**src/rtl/disaster_alert_ctrl.sv**
```systemverilog
// rtl/disaster_alert_ctrl.sv - debounced, latched four-hazard disaster alert controller
//
// Classifies flood, cyclone, earthquake and tsunami from registered sensor
// levels, debounces each hazard with a persistence counter, latches alarms
// until acknowledged and drives a registered LED vector, priority code and
// one-cycle event interrupt.
//
// Optional feature macro: DISASTER_BUZZER_EN (adds the buzzer port and divider).
//
// Ports:
//   clk      - clock, rising edge
//   rst_n    - asynchronous active-low reset
//   rain     - rainfall level      [LVL_W-1:0]
//   seismic  - seismic level       [LVL_W-1:0]
//   wind     - wind level          [LVL_W-1:0]
//   sea      - sea/water level     [LVL_W-1:0]
//   mode     - 0: led shows highest-priority alarm only, 1: all alarms
//   ack      - level acknowledge, clears latched alarms
//   led      - {flood, cyclone, earthquake, tsunami}, registered
//   code     - highest-priority alarm (00 flood .. 11 tsunami), 00 when none
//   code_vld - any alarm active or latched
//   irq      - one-cycle pulse when any hazard newly becomes active
//   buzzer   - audible drive (DISASTER_BUZZER_EN only)
module disaster_alert_ctrl #(
  parameter int LVL_W    = 2,
  parameter int HI_TH    = 2,
  parameter int CRIT_TH  = 3,
  parameter int HOLD     = 4,
  parameter int BUZZ_DIV = 8
) (
  input  logic             clk,
  input  logic             rst_n,
  input  logic [LVL_W-1:0] rain,
  input  logic [LVL_W-1:0] seismic,
  input  logic [LVL_W-1:0] wind,
  input  logic [LVL_W-1:0] sea,
  input  logic             mode,
  input  logic             ack,
  output logic [3:0]       led,
  output logic [1:0]       code,
  output logic             code_vld,
  output logic             irq
`ifdef DISASTER_BUZZER_EN
  ,
  output logic             buzzer
`endif
);

  localparam int CW = $clog2(HOLD + 1);
  localparam logic [LVL_W-1:0] HI   = LVL_W'(HI_TH);
  localparam logic [LVL_W-1:0] CRIT = LVL_W'(CRIT_TH);
  localparam logic [CW-1:0]    LAST = CW'(HOLD - 1);

  // Illegal parameter sets elaborate this (empty) block, making them easy to spot.
  if (HOLD < 1 || CRIT_TH < HI_TH || BUZZ_DIV < 1) begin : g_bad_params
  end

  typedef enum logic [1:0] {S_IDLE, S_PEND, S_ACTIVE, S_LATCHED} haz_state_t;

  // Hazard index matches led bit: 3 flood, 2 cyclone, 1 earthquake, 0 tsunami.
  haz_state_t      state     [4];
  haz_state_t      state_nxt [4];
  logic [CW-1:0]   cnt       [4];
  logic [CW-1:0]   cnt_nxt   [4];

  logic [LVL_W-1:0] rain_q, seismic_q, wind_q, sea_q;
  logic [3:0]       raw, alarm, active, entered;
  logic [3:0]       led_d, onehot;
  logic [1:0]       code_d;
  logic             entered_q;

  assign raw[3] = (rain_q >= HI) && ((rain_q >= CRIT) || (wind_q >= HI) || (sea_q >= HI));
  assign raw[2] = (wind_q >= HI) && ((wind_q >= CRIT) || (sea_q >= HI) || (rain_q >= HI));
  assign raw[1] = (seismic_q >= HI);
  assign raw[0] = (seismic_q >= HI) && (sea_q >= HI);

  always_ff @(posedge clk or negedge rst_n) begin
    if (!rst_n) begin
      rain_q    <= '0;
      seismic_q <= '0;
      wind_q    <= '0;
      sea_q     <= '0;
      for (int i = 0; i < 4; i++) begin
        state[i] <= S_IDLE;
        cnt[i]   <= '0;
      end
    end else begin
      rain_q    <= rain;
      seismic_q <= seismic;
      wind_q    <= wind;
      sea_q     <= sea;
      for (int i = 0; i < 4; i++) begin
        state[i] <= state_nxt[i];
        cnt[i]   <= cnt_nxt[i];
      end
    end
  end

  always_comb begin
    for (int i = 0; i < 4; i++) begin
      state_nxt[i] = state[i];
      cnt_nxt[i]   = cnt[i];
      entered[i]   = 1'b0;
      case (state[i])
        S_IDLE: begin
          if (raw[i]) begin
            if (HOLD == 1) begin
              state_nxt[i] = S_ACTIVE;
              entered[i]   = 1'b1;
            end else begin
              state_nxt[i] = S_PEND;
              cnt_nxt[i]   = CW'(1);
            end
          end
        end
        S_PEND: begin
          if (!raw[i]) begin
            state_nxt[i] = S_IDLE;
            cnt_nxt[i]   = '0;
          end else if (cnt[i] == LAST) begin
            state_nxt[i] = S_ACTIVE;
            cnt_nxt[i]   = '0;
            entered[i]   = 1'b1;
          end else begin
            cnt_nxt[i] = cnt[i] + CW'(1);
          end
        end
        S_ACTIVE: begin
          if (!raw[i]) state_nxt[i] = S_LATCHED;
        end
        S_LATCHED: begin
          // A returning condition wins over a simultaneous ack and re-arms without irq.
          if (raw[i])   state_nxt[i] = S_ACTIVE;
          else if (ack) state_nxt[i] = S_IDLE;
        end
        default: begin
          state_nxt[i] = S_IDLE;
          cnt_nxt[i]   = '0;
        end
      endcase
      active[i] = (state[i] == S_ACTIVE);
      alarm[i]  = (state[i] == S_ACTIVE) || (state[i] == S_LATCHED);
    end
  end

  always_comb begin
    code_d = 2'b00;
    onehot = 4'b0000;
    if (alarm[3]) begin
      code_d = 2'b00;
      onehot = 4'b1000;
    end else if (alarm[2]) begin
      code_d = 2'b01;
      onehot = 4'b0100;
    end else if (alarm[1]) begin
      code_d = 2'b10;
      onehot = 4'b0010;
    end else if (alarm[0]) begin
      code_d = 2'b11;
      onehot = 4'b0001;
    end
    led_d = mode ? alarm : onehot;
  end

  // entered_q delays the activation event one stage so irq lines up with led.
  always_ff @(posedge clk or negedge rst_n) begin
    if (!rst_n) begin
      led       <= 4'b0000;
      code      <= 2'b00;
      code_vld  <= 1'b0;
      entered_q <= 1'b0;
      irq       <= 1'b0;
    end else begin
      led       <= led_d;
      code      <= code_d;
      code_vld  <= |alarm;
      entered_q <= |entered;
      irq       <= entered_q;
    end
  end

`ifdef DISASTER_BUZZER_EN
  localparam int DW = (BUZZ_DIV > 1) ? $clog2(BUZZ_DIV) : 1;
  localparam logic [DW-1:0] DIV_LAST = DW'(BUZZ_DIV - 1);

  logic [DW-1:0] div_cnt;

  always_ff @(posedge clk or negedge rst_n) begin
    if (!rst_n) begin
      div_cnt <= '0;
      buzzer  <= 1'b0;
    end else if (|active) begin
      if (div_cnt == DIV_LAST) begin
        div_cnt <= '0;
        buzzer  <= ~buzzer;
      end else begin
        div_cnt <= div_cnt + DW'(1);
      end
    end else begin
      div_cnt <= '0;
      buzzer  <= |alarm;
    end
  end
`endif

endmodule

```
**config.mk**
```make
export PLATFORM = sky130hd
export DESIGN_NAME = disaster_alert_ctrl
export DESIGN_NICKNAME = d
export VERILOG_FILES = /design/src/rtl/disaster_alert_ctrl.sv
export SDC_FILE = /design/constraint.sdc
export NUM_CORES = 1
export LEC_CHECK = 0
export CAP_MARGIN = 40
export CORE_ASPECT_RATIO = 1.75
export CORE_MARGIN = 10
export CORE_UTILIZATION = 48
export CTS_CLUSTER_DIAMETER = 150
export CTS_CLUSTER_SIZE = 28
export DETAILED_ROUTE_END_ITERATION = 8
export PLACE_DENSITY = 0.75
export SLEW_MARGIN = 40
export SYNTH_ARGS = -nofsm -noshare
export SYNTH_HDL_FRONTEND = slang
export SYNTH_SLANG_ARGS = --single-unit
```
**constraint.sdc**
```tcl
create_clock -name clk -period 1.2 [get_ports clk]
set_input_delay 0.36 -clock clk [delete_from_list [all_inputs] [get_ports clk]]
set_output_delay 0.36 -clock clk [all_outputs]
set_load 0.02 [all_outputs]
```
; ---- Yosys cells after proc, flatten, opt, wreduce, memory -nomap -nowiden
; Cells that the tools add are included.
[totals]
reg_bits = 37
[op_classes]
eq_ne = 32
n_lt_le_gt_ge = 6
reduce_logical = 29
mux = 62
add_sub_neg = 4
[ops]
columns = cell, n
row1 = $mux W2, 26
row2 = $mux W3, 13
row3 = $pmux W2 S4, 4
row4 = $ne A3 B3 Y1 const B, 8
row5 = $pmux W3 S2, 4
row6 = $eq A2 B2 Y1 const B, 8
row7 = $ne A2 B2 Y1 const B, 8
row8 = $reduce_and A4 Y1, 4
row9 = $mux W1, 13
row10 = $add A3 B1 Y3 const B, 4
row11 = $eq A3 B2 Y1 const B, 4
row12 = $ge A2 B2 Y1 const B, 6
row13 = $eq A2 B1 Y1 const B, 4
row14 = $logic_not A2 Y1, 4
row15 = $logic_or A1 B1 Y1, 8
row16 = $mux W4, 2
row17 = $reduce_and A2 Y1, 4
row18 = $reduce_bool A2 Y1, 4
row19 = $reduce_or A4 Y1, 2
row20 = $logic_and A1 B1 Y1, 3

; ---- Logic depth before layout (Yosys ltp)
[logic_depth]
word_depth = 7
mapped_depth = 4

; ---- Worst setup path before layout
; No wires, ideal clock.
[synth_timing]
path_type = register to register
start = reg cnt[6] (netlist name)
end = reg cnt[6] (netlist name)
arrival_ps = 1107
required_time_ps = 1118
n_path_buf = 0
path_stages_with_launch = 5
setup_ps = 82
setup_slack_ps = 11
cell_sequence = dfrtp_1 > ha_1 > nor2b_1 > or2_2 > a31oi_1
[synth_between]
elab_chain_cells = 4
word_cells_on_any_way = 5
[synth_rtl]
columns = item, line
row1 = start: declaration, 63  ; logic [CW-1:0] cnt [4];
row2 = start signal: indexed assignment, 94  ; cnt[i] <= cnt_nxt[i];
row3 = $add A3 B1 Y3 or $eq A3 B2 Y1 (tied branches), "125, 120"
row4 = $mux W3 (*), 120  ; end else if (cnt[i] == LAST) begin
row5 = $mux W3 (*), 117  ; if (!raw[i]) begin
row6 = $pmux W3 S2 (*), 104  ; case (state[i])
; Every way passes the cells marked *; elsewhere a longest branch is shown, timed or not.
; A chain may end at the register's enable or synchronous reset.

; ---- Final worst setup path
[layout_timing]
start = reg wind_q[1]
end = reg cnt[1] (netlist name)
[layout_between]
elab_chain_cells = 6
word_cells_on_any_way = 8
[layout_rtl]
columns = item, line
row1 = start: declaration, 66  ; logic [LVL_W-1:0] rain_q, seismic_q, wind_q, sea_q;
row2 = start signal: assignment, 90  ; wind_q <= wind;
row3 = $ge A2 B2 Y1 (*), 72  ; assign raw[3] = (rain_q >= HI) && ((rain_q >= CRIT) || (wind_q >= HI) || (sea_q >= HI));
row4 = $logic_or A1 B1 Y1 (*) (2 in series), 72
row5 = $logic_and A1 B1 Y1 (*), 72
row6 = $mux W3 or $ne A2 B2 Y1 (tied branches), --
row7 = $pmux W3 S2 or $reduce_and A2 Y1 (tied branches), --
; Marked as above.

==> impl_metrics.tcl <==
set metrics [dict create \
    run_status "finished, final reports clean" \
    p_per_area_nw_per_um2 2103 \
    clkLatencyLatePin_ns 0.29 \
    hp-class "register to register" \
    fin_crit_ns 1.180 \
    critPathCaptureType "register" \
    period_share 0.9834 \
    die_w_um 62.26 \
    wirelength_um 3014 \
    place_congestion 0.7304 \
    yosysTopAreaCellShare 0.5838 \
    setup_viol 0 \
    start_util 0.5068 \
    fin_ws_ns 0.01997 \
    drt-pass1-iter-count 4 \
    drive_gt1_frac 0.2892 \
    irDropWorstVdd_mv 1.184 \
    dp_hpwl_um 2175 \
    synth_edf_count 0 \
    core_area_um2 2960 \
    portBuffers 17 \
    skew_ns 0.005716 \
    fmax_ghz 0.8474 \
    post_synth.cell_area_avg_um2 11.28 \
    tightest_slew_ns 0.2736 \
    syn-cell-area_um2 1500 \
    path_max_fanout 4 \
    synth-async-reset-ratio 1.000 \
    fin_util 0.6598 \
    ys_seq_area_frac 0.5838 \
    clk_path_buf_depth 2 \
    fin_cells 208 \
    ant_nets 0 \
    viasPerCell 5.313 \
    synthesis.yosys.warnings 0 \
    grt_pass1_wl_um 5250 \
    ios 20 \
    antenna_found_initial 0 \
    rsz0062_at_grt "yes" \
    syn_to_final_growth_pct 30.19 \
    critPathKind "register to register" \
    synth.most_common_cell "dfrtp_1" \
    wire_per_inst_um 14.49 \
    cts_hold_buf 0 \
    synthesis.nets 149 \
    cts_made_buffers 5 \
    hold_viol 0 \
    maxSlewViolCount 0 \
    leakagePower_nw 0.8824 \
    cts_root_buf "clkbuf_8" \
    synthCells 133 \
    path_clk_slew_ns 0.06 \
    startpoint_type "register" \
    die_h_um 93.96 \
    slew_headroom 0.8176 \
    max-cap-violations 0 \
    grt_pass1_vias 1165 \
    die_area_um2 5850 \
    ys_seq_elements 35 \
    ys_types 37 \
    rows 26 \
    dp_cells 196 \
    critPathRequiredTime_ns 1.38 \
    cts_sinks 35 \
    antenna-diode-count 0 \
    finalNetCount 181 \
    htreeDepth 2 \
    tns_ns 0 \
    pre_cts_slack_ns -0.2130 \
    groute.usage.overall 0.1136 \
    grt_max_degree 36 \
    drc 0 \
    yosys-top-cells-count "dfrtp_1 (35), a21oi_1 (10), nand2_1 (10), nor2_1 (10)" \
    cts_tree "yes" \
    first_iter_violations 16 \
    yosysTopAreaCell "dfrtp_1" \
    gr-total-overflow 0 \
    synth_ff_type "dfrtp_1" \
    synthTopCellsByArea "dfrtp_1 (58%), o21a_1 (3.5%), a21oi_1 (3.3%), ha_1 (3.3%), nor2b_1 (3.3%)" \
    cp.arrival_ns 1.36 \
    vias 1105 \
]
[report_power, final]
| part | internal, mW | total, mW | leakage [nW] | switching, mW |
|---|---|---|---|---|
| logic | 0.732 | 1.42 | 0.394 | 0.685 |
| clock network | 0.523 | 0.921 | 0.0515 | 0.398 |
| registers | 1.50 | 1.77 | 0.437 | 0.271 |
| total | 2.75 | 4.11 | 0.882 | 1.35 |
[worst paths after layout]
| check | from | end | slack (ns) | depth (start not counted) |
|---|---|---|---|---|
| worst max-delay path | wind_q[1]$_DFF_PN0_ | cnt[1]$_DFFE_PN0P_ | 0.02 | 2 |
| worst min-delay path | entered_q$_DFF_PN0_ | irq$_DFF_PN0_ | 0.36 | 0 |
| worst max register to register | wind_q[1]$_DFF_PN0_ | cnt[1]$_DFFE_PN0P_ | 0.02 | 2 |
| worst min register to register | entered_q$_DFF_PN0_ | irq$_DFF_PN0_ | 0.36 | 0 |
| max in group asynchronous | rst_n | sea_q[1]$_DFF_PN0_ | 0.58 | 2 |
| min in group asynchronous | rst_n | asynchronous set/reset pin | 0.44 | 2 |
[kinds of logic (layout without fill, tap and decap cells)]
group / after synthesis / after routing / synth area share
AOI/OAI and AO/OA: 44 / 44 / 0.2160
and+or+nand+nor: 42 / 42 / 0.1418
DFF: 35 / 35 / 0.5838
buffers and inverters: 7 / 40 / 0.01918
adders and majority gates: 4 / 4 / 0.03336
xor gates and xnor gates: 1 / 1 / 0.005839
[layout by cell type (no fill, tap or decap), types with 2 or more instances in the layout]
| cell type | instances |
|---|---|
| clkdlybuf4s50_1 | 9 |
| dfrtp_1 | 33 |
| nand3_1 | 4 |
| ha_2 | 3 |
| o21a_1 | 7 |
| buf_4 | 11 |
| nor3b_1 | 3 |
| buf_6 | 3 |
| clkbuf_8 | 7 |
| o21ai_0 | 7 |
| buf_2 | 6 |
| nor2b_4 | 3 |
| dfrtp_2 | 2 |
| o31a_1 | 2 |
| inv_1 | 2 |
| nand2_1 | 10 |
| nor2b_1 | 4 |
| o21ai_1 | 2 |
| nor2_1 | 10 |
| nor3_1 | 2 |
| a21oi_1 | 10 |
[cell type report]
type                       count  area, µm²
clock buffer                   8      100.1
fill                         236       1007
inverter                       2      7.507
multi-input combinational     91      658.1
sequential                    35      878.3
tap                           42      52.55
timing repair buffer          30      256.5
[worst max-delay path: stages, from the launching register on]
cell     delay, ns
dfrtp_2       0.45
o31a_1        0.37
a32o_2        0.26
[layer usage]
layer  share of wire  global-route usage  wire [µm]
met1            0.39              0.1071       1164
met2            0.53              0.1967       1592
met3           0.053             0.04301        159
met4           0.032             0.08427         97
met5               0                   0          0
[metrics by stage]
stage               hold WS (ns)  total power [mW]  area (µm²)
detailed placement        0.3426             3.106        1782
global route              0.3780             4.400        1953
finish                    0.3569             4.107        1953
floorplan                0.06441             2.555        1500
CTS                       0.3567             4.042        1882
global placement          0.3354             3.001        1782
[repair_timing]
action,CTS,global route
endpoints found under the setup margin,14,13
endpoints found under the hold margin,0,0
resized for setup,41,15
setup buffers,1,3
pin swaps,4,5
No activity file was read; power rests on OpenSTA's default activity.
